$ cat src/rtl/ex_mem_pipeline_reg.sv
// ex_mem_pipeline_reg: EX->MEM pipeline register with stall/flush, valid bit, alignment check and optional stats
module ex_mem_pipeline_reg #(
  parameter int XLEN    = 32,
  parameter int REGADDR = 5,
  parameter int CNTW    = 32
) (
  input  logic               clk,
  input  logic               rst_n,
  input  logic               stall_m,
  input  logic               flush_m,
  input  logic               valid_e,
  input  logic [XLEN-1:0]    alu_result_e,
  input  logic [XLEN-1:0]    write_data_e,
  input  logic [2:0]         type_e,
  input  logic               mem_write_e,
  input  logic               mem_read_e,
  input  logic               reg_write_e,
  input  logic [1:0]         result_src_e,
  input  logic [REGADDR-1:0] rd_e,
  input  logic [XLEN-1:0]    pc_plus4_e,
  output logic               valid_m,
  output logic [XLEN-1:0]    alu_result_m,
  output logic [XLEN-1:0]    write_data_m,
  output logic [2:0]         type_m,
  output logic               mem_write_m,
  output logic               reg_write_m,
  output logic [1:0]         result_src_m,
  output logic [REGADDR-1:0] rd_m,
  output logic [XLEN-1:0]    pc_plus4_m,
  output logic               misalign_m,
  output logic               fwd_valid_m
`ifdef MEM_STATS_EN
  ,
  output logic [CNTW-1:0]    load_cnt,
  output logic [CNTW-1:0]    store_cnt,
  output logic [CNTW-1:0]    bubble_cnt,
  output logic [CNTW-1:0]    misalign_cnt
`endif
);
  typedef struct packed {
    logic               valid;
    logic               mw;
    logic               mr;
    logic               rw;
    logic               mis;
    logic [XLEN-1:0]    alu;
    logic [XLEN-1:0]    wd;
    logic [XLEN-1:0]    pc4;
    logic [2:0]         typ;
    logic [1:0]         rs;
    logic [REGADDR-1:0] rd;
  } stage_t;
  stage_t q, d;
  logic mem_e, mis_e;
  always_comb begin
    mem_e = valid_e & (mem_write_e | mem_read_e);
    mis_e = mem_e & ((type_e[1:0] == 2'b11) | (type_e[1] & |alu_result_e[1:0]) | (type_e[0] & alu_result_e[0]));
    d = '0;
    if (!flush_m)
      d = '{valid: valid_e, mw: valid_e & mem_write_e, mr: valid_e & mem_read_e, rw: valid_e & reg_write_e,
            mis: mis_e, alu: alu_result_e, wd: write_data_e, pc4: pc_plus4_e, typ: type_e,
            rs: result_src_e, rd: rd_e};
  end
  always_ff @(posedge clk or negedge rst_n)
    if (!rst_n) q <= '0;
    else if (!stall_m) q <= d;
  assign valid_m      = q.valid;
  assign alu_result_m = q.alu;
  assign write_data_m = q.wd;
  assign type_m       = q.typ;
  assign result_src_m = q.rs;
  assign rd_m         = q.rd;
  assign pc_plus4_m   = q.pc4;
  assign misalign_m   = q.mis;
  assign mem_write_m  = q.mw & q.valid & ~q.mis;
  assign reg_write_m  = q.rw & q.valid & ~q.mis;
  assign fwd_valid_m  = reg_write_m & (q.rd != '0) & ~q.mr;
`ifdef MEM_STATS_EN
  always_ff @(posedge clk or negedge rst_n)
    if (!rst_n) begin
      load_cnt     <= '0;
      store_cnt    <= '0;
      bubble_cnt   <= '0;
      misalign_cnt <= '0;
    end else if (!stall_m) begin
      load_cnt     <= load_cnt + CNTW'(d.mr);
      store_cnt    <= store_cnt + CNTW'(d.mw);
      bubble_cnt   <= bubble_cnt + CNTW'(!d.valid);
      misalign_cnt <= misalign_cnt + CNTW'(d.mis);
    end
`endif
endmodule

$ cat config.mk
export PLATFORM = sky130hd
export DESIGN_NAME = ex_mem_pipeline_reg
export DESIGN_NICKNAME = d
export VERILOG_FILES = /design/src/rtl/ex_mem_pipeline_reg.sv
export SDC_FILE = /design/constraint.sdc
export NUM_CORES = 1
export LEC_CHECK = 0
export BUFFER_PORTS_ARGS = -buffer_cell sky130_fd_sc_hd__buf_2
export CAP_MARGIN = 0
export CORE_MARGIN = 8
export CORE_UTILIZATION = 35
export CTS_BUF_LIST = sky130_fd_sc_hd__clkbuf_4 sky130_fd_sc_hd__clkbuf_8
export DETAILED_ROUTE_END_ITERATION = 8
export GPL_TIMING_DRIVEN = 1
export MAX_ROUTING_LAYER = met4
export PLACE_DENSITY = 0.63
export SYNTH_ARGS = -nofsm -noshare
export SYNTH_HDL_FRONTEND = slang
export SYNTH_SLANG_ARGS = --single-unit
$ cat constraint.sdc
create_clock -name clk -period 1.66 [get_ports clk]
set_input_delay 0.083 -clock clk [delete_from_list [all_inputs] [get_ports clk]]
set_output_delay 0.083 -clock clk [all_outputs]
set_load 0.01 [all_outputs]
==> impl_results.html, run 1 <==
<table>
<tr><th>Metric</th><th>Value</th></tr>
<tr><th colspan="2">Global route</th></tr>
<tr><td>Total global routing track utilization</td><td>15.5%</td></tr>
<tr><td>Pin count of the biggest net entering global routing</td><td>81</td></tr>
<tr><td>Antenna violations before repair</td><td>0</td></tr>
<tr><td>Global route overflow</td><td>0</td></tr>
<tr><td>Global-route wire length before repair</td><td>24200 um</td></tr>
<tr><td>Vias in the first global route</td><td>4584</td></tr>
<tr><th colspan="2">Die</th></tr>
<tr><td>Die ar.</td><td>19900 um2</td></tr>
<tr><td>Die boundary height</td><td>141 um</td></tr>
<tr><td>Initial Util</td><td>35.9%</td></tr>
<tr><td>Core region area</td><td>15300 um2</td></tr>
<tr><td>Number of rows created at floorplan</td><td>45</td></tr>
<tr><td>Number of top-level pins</td><td>225</td></tr>
<tr><td>Horizontal die dimension</td><td>141 um</td></tr>
<tr><th colspan="2">Worst setup path</th></tr>
<tr><td>Worst reg-to-reg path cell count</td><td>3</td></tr>
<tr><td>Worst setup path startpoint</td><td>rd_m[0]</td></tr>
<tr><td>Crit-path cells</td><td>or4_1, nor2_1, nor3b_1, buf_2</td></tr>
<tr><td>Crit Path Category</td><td>reg -&gt; out</td></tr>
<tr><td>Startpoint type of the worst setup path</td><td>register</td></tr>
<tr><td>Maximum fanout along the worst path</td><td>2</td></tr>
<tr><td>CP endpoint</td><td>fwd_valid_m</td></tr>
<tr><td>Library cell contributing the largest single delay on the critical path</td><td>or4_1</td></tr>
<tr><td>Critical register-to-register path endpoint</td><td>rd_m[0]</td></tr>
<tr><td>Maximum single-stage delay on the critical path</td><td>0.52 ns</td></tr>
<tr><td>Type of destination of the critical path</td><td>output port</td></tr>
<tr><td>Required time at the worst-slack endpoint</td><td>1.58 ns</td></tr>
<tr><td>Startpoint of the worst-slack reg-to-reg timing path</td><td>rd_m[0]</td></tr>
<tr><td>Worst setup slack for register-to-register paths</td><td>0.89 ns</td></tr>
<tr><td>Critical path data arrival time</td><td>1.56 ns</td></tr>
<tr><th colspan="2">Route</th></tr>
<tr><td>Number of nets with antenna violations after detailed routing</td><td>0</td></tr>
<tr><td>Sum of routed wire length over all layers</td><td>14800 um</td></tr>
<tr><td>Drt initial violations</td><td>197</td></tr>
<tr><td>Mean routed wirelength per cell</td><td>14.5 um</td></tr>
<tr><td>Number of remaining DRC errors</td><td>0</td></tr>
<tr><td>Overall via count from detail_route</td><td>4358</td></tr>
<tr><td>Via density per instance</td><td>4.26</td></tr>
<tr><td>1st-pass router iterations</td><td>4</td></tr>
<tr><th colspan="2">Timing</th></tr>
<tr><td>Worst slew margin relative to its limit</td><td>57.4%</td></tr>
<tr><td>Hold Fails Final Rpt</td><td>0</td></tr>
<tr><td>Unrepaired setup endpoints after global routing</td><td>yes</td></tr>
<tr><td>Number of slew-limit violations in the final report</td><td>0</td></tr>
<tr><td>Max Clk Rate</td><td>608 MHz</td></tr>
<tr><td>Final critical-path share of the clock period</td><td>99.1%</td></tr>
<tr><td>Aggregate negative setup slack</td><td>0 ns</td></tr>
<tr><td>Final setup violation count</td><td>0</td></tr>
<tr><td>Actual slew at the worst max-slew pin</td><td>0.640 ns</td></tr>
<tr><td>Clock period minus worst slack</td><td>1.65 ns</td></tr>
<tr><td>Worst setup skew after layout</td><td>0 ns</td></tr>
<tr><th colspan="2">Clock tree</th></tr>
<tr><td>H-tree level count</td><td>3</td></tr>
<tr><td>Sinks on the clock net</td><td>111</td></tr>
<tr><td>CTS root buf</td><td>clkbuf_8</td></tr>
<tr><td>Number of CTS-inserted buffers</td><td>9</td></tr>
<tr><td>Resize count post-CTS</td><td>0</td></tr>
<tr><td>TritonCTS clock tree</td><td>done</td></tr>
<tr><td>Max Buffers Root-to-Sink</td><td>2</td></tr>
<tr><td>Worst-skew pair later-pin latency</td><td>0.36 ns</td></tr>
<tr><td>Clock slew at reported path FFs</td><td>0.09 ns</td></tr>
<tr><th colspan="2">Cells and area</th></tr>
<tr><td>Most common cell after layout, fill and taps aside</td><td>buf_2</td></tr>
<tr><td># fillers</td><td>1434</td></tr>
<tr><td>Commonest cells after routing, fill and taps aside</td><td>222 x buf_2, 114 x nand2_1, 111 x dfrtp_1, 111 x dlygate4sd3_1, 106 x nand2b_1</td></tr>
<tr><td>Layout cells sized above 1</td><td>30.9%</td></tr>
<tr><td>Antenna Diode Count</td><td>0</td></tr>
<tr><td>Layout-stage area growth over the synthesis result</td><td>33.9%</td></tr>
<tr><td>Number of nets in the layout</td><td>924</td></tr>
<tr><td>Post-Layout Inst Area</td><td>7340 um2</td></tr>
<tr><th colspan="2">Placed design</th></tr>
<tr><td>Placement-stage cell area</td><td>6040 um2</td></tr>
<tr><td>Count of buffers inserted at the top-level ports</td><td>224</td></tr>
<tr><td>HPWL after DPL</td><td>9820 um</td></tr>
<tr><td>Routability congestion estimate from global placement</td><td>0.802</td></tr>
<tr><th colspan="2">Outcome</th></tr>
<tr><td>Outcome</td><td>completed</td></tr>
<tr><th colspan="2">Yosys</th></tr>
<tr><td>Post-synthesis net count</td><td>708</td></tr>
<tr><td>Total number of yosys warnings</td><td>0</td></tr>
<tr><td>Register area share after synthesis</td><td>50.7%</td></tr>
<tr><td>Avg Synthesized Cell Area</td><td>9.23 um2</td></tr>
<tr><td>Post-synthesis register bit count</td><td>111</td></tr>
<tr><td>Count of distinct cell types in the synthesized netlist</td><td>19</td></tr>
<tr><td>Summed instance area of the synthesized netlist</td><td>5480 um2</td></tr>
<tr><td>Post-synthesis cell count</td><td>594</td></tr>
<tr><th colspan="2">Worst hold path</th></tr>
<tr><td>Classification of the worst-slack hold path</td><td>in -&gt; reg</td></tr>
<tr><th colspan="2">Power</th></tr>
<tr><td>Leak Pwr</td><td>3.65 nW</td></tr>
<tr><td>Power density over the cells</td><td>776 nW/um2</td></tr>
<tr><td>Worst voltage drop across the vdd grid</td><td>0.467 mV</td></tr>
<tr><td>Final Total Pwr</td><td>5.70 mW</td></tr>
<tr><th colspan="2">Flow run</th></tr>
<tr><td>Max-cap violations</td><td>0</td></tr>
</table>
[sequential cells by signal, summed over array words and instances, names as in the netlist]
name,flops
alu_result_m,32
pc_plus4_m,32
write_data_m,32
rd_m,5
q,3
type_m,3
result_src_m,2
misalign_m,1
valid_m,1
[layer usage]
metal | vias to the layer above | wire (um) | global-route usage [%]
li1 | 2201 | - | -
met1 | 1972 | 6570 | 19.4
met2 | 169 | 6960 | 24.0
met3 | 16 | 1100 | 3.75
met4 | 0 | 204 | 5.71
met5 | - | 0 | -
[worst min-delay path by stage]
stage / startpoint / endpoint / slack (ns) / cells after the start
final: stall_m / alu_result_m[31] / 0.16 / 3
after global placement: rst_n / write_data_m[11] / 0.03 / 1
after CTS: stall_m / alu_result_m[31] / 0.12 / 3
after floorplan: rst_n / alu_result_m[0] / -0.21 / 0
after detailed placement: rst_n / write_data_m[11] / 0.03 / 1
after global routing: stall_m / alu_result_m[10] / 0.17 / 3
[kinds of logic (layout without fill, tap and decap cells)]
| kind of cell | after synthesis | count (layout) | share of synthesized area [%] |
|---|---|---|---|
| AOI/OAI and AO/OA | 113 | 113 | 10.6 |
| buffers and inverters | 142 | 360 | 17.8 |
| DFF | 111 | 111 | 50.7 |
| and+or+nand+nor | 228 | 228 | 21.0 |
[Yosys cell counts (all sizes together)]
master,count,area share (%)
dfrtp,111,51
o41ai,1,0.30
nor3b,1,0.14
or4,1,0.14
and3b,2,0.32
nand2b,107,12
o22ai,1,0.11
nor2,2,0.14
clkbuf,13,0.91
o21a,1,0.14
nand2,114,7.8
o21ai,110,10
buf,129,17
and2b,1,0.14
[layout make-up]
type | instances | area [um2] | area share [%]
clock buffers | 9 | 124 | 1.69
clock inverters | 4 | 50.0 | 0.682
multi-input cells | 341 | 1730 | 23.6
flip-flops and latches | 111 | 2780 | 37.8
well taps | 211 | 264 | 3.60
repair buffers | 347 | 2390 | 32.6
[critical path: cells and delay by family, from the launching register on]
family | cells | cell delay, ns
and+or+nand+nor | 3 | 0.68
DFF | 1 | 0.39
buffers and inverters | 1 | 0.14
[report_power, final]
group          internal [mW]  switching (mW)  total [mW]
sequential              2.91           0.107        3.01
clock                  0.671           0.866        1.54
combinational          0.581           0.564        1.15
[timing repair]
| item | 4_1_cts | 5_1_grt |
|---|---|---|
| endpoints found under the setup margin | 1 | 1 |
| endpoints found under the hold margin | 219 | 0 |
| hold buffers | 111 | 0 |
| setup buffers | 2 | 0 |
[metrics by stage]
stage          hold WS, ns  cells  util, %  setup slack [ns]
2_1_floorplan       -0.213    594        -             0.549
3_3_place_gp        0.0325    897     39.6             0.398
3_5_place_dp        0.0285    897     39.6             0.391
4_1_cts              0.124   1023     48.1           -0.0190
5_1_grt              0.166   1023     48.1           -0.0399
6_report             0.156   1023     48.1            0.0144
No activity file was read; power rests on OpenSTA's default activity.
==> inputs of run 2 (changes only) <==
Settings changed: CORE_UTILIZATION 35 to 54, PLACE_DENSITY 0.63 to 0.9.
==> run 2 against run 1 <==
- clock-buffer cell count grew 3
- die area down 32%
- total power grew 2.7%
- register-to-register slack is essentially flat
- worst hold slack got worse by 0.13 ns
- cell area fell by 1.3%
- global-route usage rose by 9.3 points
- clock power grew 6%
- non-clock buffer count shrank 2
- worst setup slack worse by 0.013 ns
- first-iteration DRC count rose by 95%
- critical endpoint unchanged
- largest cell class unchanged
- largest power group unchanged
- highest routed layer unchanged
==> impl_results.html, run 2 (same netlist as run 1, synthesis figures left out) <==
<table>
<tr><th>Metric</th><th>Value</th></tr>
<tr><th colspan="2">Cells and area</th></tr>
<tr><td>Commonest cells after routing, fill and taps aside</td><td>222 x buf_2, 114 x nand2_1, 111 x dfrtp_1</td></tr>
<tr><td>Layout cells sized above 1</td><td>31.5%</td></tr>
<tr><td>Number of nets in the layout</td><td>922</td></tr>
<tr><td>Share of the core filled with cells</td><td>73.8%</td></tr>
<tr><td># fillers</td><td>593</td></tr>
<tr><td>Layout-stage area growth over the synthesis result</td><td>32.1%</td></tr>
<tr><td>Most common cell after layout, fill and taps aside</td><td>buf_2</td></tr>
<tr><th colspan="2">Power</th></tr>
<tr><td>Comb pwr share</td><td>20.1%</td></tr>
<tr><td>Reported net switching power</td><td>1.60 mW</td></tr>
<tr><td>Worst voltage drop across the vdd grid</td><td>0.561 mV</td></tr>
<tr><td>Leak Pwr</td><td>3.67 nW</td></tr>
<tr><td>Sequential cell fraction of total power</td><td>51.9%</td></tr>
<tr><td>Power density over the cells</td><td>807 nW/um2</td></tr>
<tr><td>Relative contribution of the clock network to total power</td><td>28.0%</td></tr>
<tr><td>Switching Fraction</td><td>27.3%</td></tr>
<tr><td>Cell-internal power</td><td>4.25 mW</td></tr>
<tr><td>Final Total Pwr</td><td>5.85 mW</td></tr>
<tr><th colspan="2">Worst setup path</th></tr>
<tr><td>CP Buf/Inv Count</td><td>1</td></tr>
<tr><td>Library cell contributing the largest single delay on the critical path</td><td>or4_1</td></tr>
<tr><td>Crit Path Category</td><td>reg -&gt; out</td></tr>
<tr><td>Required time at the worst-slack endpoint</td><td>1.58 ns</td></tr>
<tr><td>Startpoint type of the worst setup path</td><td>register</td></tr>
<tr><td>Crit-path cells</td><td>or4_1, nor2_1, nor3b_1, buf_2</td></tr>
<tr><td>Maximum single-stage delay on the critical path</td><td>0.53 ns</td></tr>
<tr><td>Maximum fanout along the worst path</td><td>2</td></tr>
<tr><td>Crit path max-delay family</td><td>simple AND/OR/NAND/NOR gates</td></tr>
<tr><td>Critical path data arrival time</td><td>1.58 ns</td></tr>
<tr><td>Type of destination of the critical path</td><td>output port</td></tr>
<tr><th colspan="2">Die</th></tr>
<tr><td>Die ar.</td><td>13600 um2</td></tr>
<tr><td>Horizontal die dimension</td><td>117 um</td></tr>
<tr><td>Die boundary height</td><td>117 um</td></tr>
<tr><td>Number of top-level pins</td><td>225</td></tr>
<tr><td>Initial Util</td><td>55.8%</td></tr>
<tr><td>Core region area</td><td>9820 um2</td></tr>
<tr><td>Number of rows created at floorplan</td><td>36</td></tr>
<tr><th colspan="2">Global route</th></tr>
<tr><td>Total global routing track utilization</td><td>24.8%</td></tr>
<tr><td>Antenna violations before repair</td><td>1</td></tr>
<tr><td>Global-route wire length before repair</td><td>25500 um</td></tr>
<tr><td>Global route overflow</td><td>0</td></tr>
<tr><td>Vias in the first global route</td><td>4956</td></tr>
<tr><td>Pin count of the biggest net entering global routing</td><td>65</td></tr>
<tr><th colspan="2">Timing</th></tr>
<tr><td>Number of slew-limit violations in the final report</td><td>0</td></tr>
<tr><td>Minimum hold slack</td><td>0.0228 ns</td></tr>
<tr><td>Aggregate negative setup slack</td><td>0 ns</td></tr>
<tr><td>Final critical-path share of the clock period</td><td>99.9%</td></tr>
<tr><td>Clock period minus worst slack</td><td>1.66 ns</td></tr>
<tr><td>Actual slew at the worst max-slew pin</td><td>0.502 ns</td></tr>
<tr><td>Final setup violation count</td><td>0</td></tr>
<tr><td>Hold Fails Final Rpt</td><td>0</td></tr>
<tr><td>Max Clk Rate</td><td>603 MHz</td></tr>
<tr><td>Worst slew margin relative to its limit</td><td>66.6%</td></tr>
<tr><td>Worst setup skew after layout</td><td>0 ns</td></tr>
<tr><td>Unrepaired setup endpoints after global routing</td><td>yes</td></tr>
<tr><th colspan="2">Clock tree</th></tr>
<tr><td>Sinks on the clock net</td><td>111</td></tr>
<tr><td>TritonCTS clock tree</td><td>done</td></tr>
<tr><td>Max Buffers Root-to-Sink</td><td>2</td></tr>
<tr><td>Resize count post-CTS</td><td>0</td></tr>
<tr><td>H-tree level count</td><td>3</td></tr>
<tr><td>Clock slew at reported path FFs</td><td>0.10 ns</td></tr>
<tr><td>CTS root buf</td><td>clkbuf_8</td></tr>
<tr><td>Number of CTS-inserted buffers</td><td>9</td></tr>
<tr><td>Worst-skew pair later-pin latency</td><td>0.36 ns</td></tr>
<tr><th colspan="2">Route</th></tr>
<tr><td>Mean routed wirelength per cell</td><td>17.6 um</td></tr>
<tr><td>Number of remaining DRC errors</td><td>0</td></tr>
<tr><td>Overall via count from detail_route</td><td>4805</td></tr>
<tr><td>Via density per instance</td><td>5.07</td></tr>
<tr><td>Number of nets with antenna violations after detailed routing</td><td>0</td></tr>
<tr><td>1st-pass router iterations</td><td>5</td></tr>
<tr><td>Drt initial violations</td><td>384</td></tr>
<tr><td>Sum of routed wire length over all layers</td><td>16700 um</td></tr>
<tr><th colspan="2">Placed design</th></tr>
<tr><td>Routability congestion estimate from global placement</td><td>0.874</td></tr>
<tr><td>Count of buffers inserted at the top-level ports</td><td>224</td></tr>
<tr><td>HPWL after DPL</td><td>9760 um</td></tr>
<tr><th colspan="2">Outcome</th></tr>
<tr><td>Outcome</td><td>completed</td></tr>
<tr><th colspan="2">Flow run</th></tr>
<tr><td>Max-cap violations</td><td>0</td></tr>
<tr><th colspan="2">Worst hold path</th></tr>
<tr><td>Classification of the worst-slack hold path</td><td>in -&gt; reg</td></tr>
</table>
## run 2: cell count changes in the layout (fill, tap and decap cells not counted), moves of 2 or more
cell           delta
buf_4             +2
dlygate4sd3_1     -4
clkbuf_4          +2
clkinvlp_4        -2
clkinv_2          +2
## run 2: area by class of cell
type                            instances  area [um2]  share of cell area (%)
Antenna cell                            1        2.50                  0.0345
Sequential cell                       111        2780                    38.3
Clock buffer                           12         153                    2.11
Multi-Input combinational cell        341        1730                    23.9
Tap cell                              133         166                    2.30
Clock inverter                          4        45.0                   0.622
Timing Repair Buffer                  345        2370                    32.7
## run 2: what timing repair did
action,CTS,global route
buffers inserted,3,0
pin swaps,2,2
gates cloned,0,0
setup endpoints to repair,1,1
hold buffers,106,1
hold endpoints to repair,216,1
## run 2: power by group through the flow
stage	clock network [mW]	registers, mW	logic (mW)
after floorplan	0	3.05	0.710
after global placement	0	3.06	0.905
after detailed placement	0	3.07	0.935
after CTS	1.69	3.02	1.14
after global routing	1.80	3.05	1.28
final	1.64	3.03	1.18
## run 2: per-stage QoR
step	setup WS (ns)	std cells	area (um2)
after floorplan	0.549	594	5480
after global routing	-0.0588	947	7250
after global placement	0.395	820	5950
final	0.00164	947	7250
after detailed placement	0.325	820	5950
after CTS	-0.0793	945	7230
## run 2: worst paths after layout
check / startpoint / slack (ns) / endpoint / cells after the start
max: rd_m[4] / 0.002 / fwd_valid_m / 4
min: type_e[1] / 0.02 / type_m[1] / 3
max reg2reg: rd_m[3] / 0.88 / rd_m[3] / 3
min reg2reg: write_data_m[17] / 0.49 / write_data_m[17] / 2
max in group asynchronous: rst_n / 0.86 / alu_result_m[17] / 3
min in group asynchronous: rst_n / 0.12 / pc_plus4_m[19] / 2
## run 2: worst register-to-register path, stage by stage, from the launching register on
cell and delay (ns):
dfrtp_1 0.39, buf_4 0.14, nand2_1 0.05, o21ai_0 0.08
## run 2: layer usage
layer,GRT usage [%],vias to the layer above,routed length [um]
met5,-,-,0
met4,8.87,0,382
met3,7.59,35,1860
met2,41.2,280,8190
met1,27.9,2285,6260
li1,-,2205,-
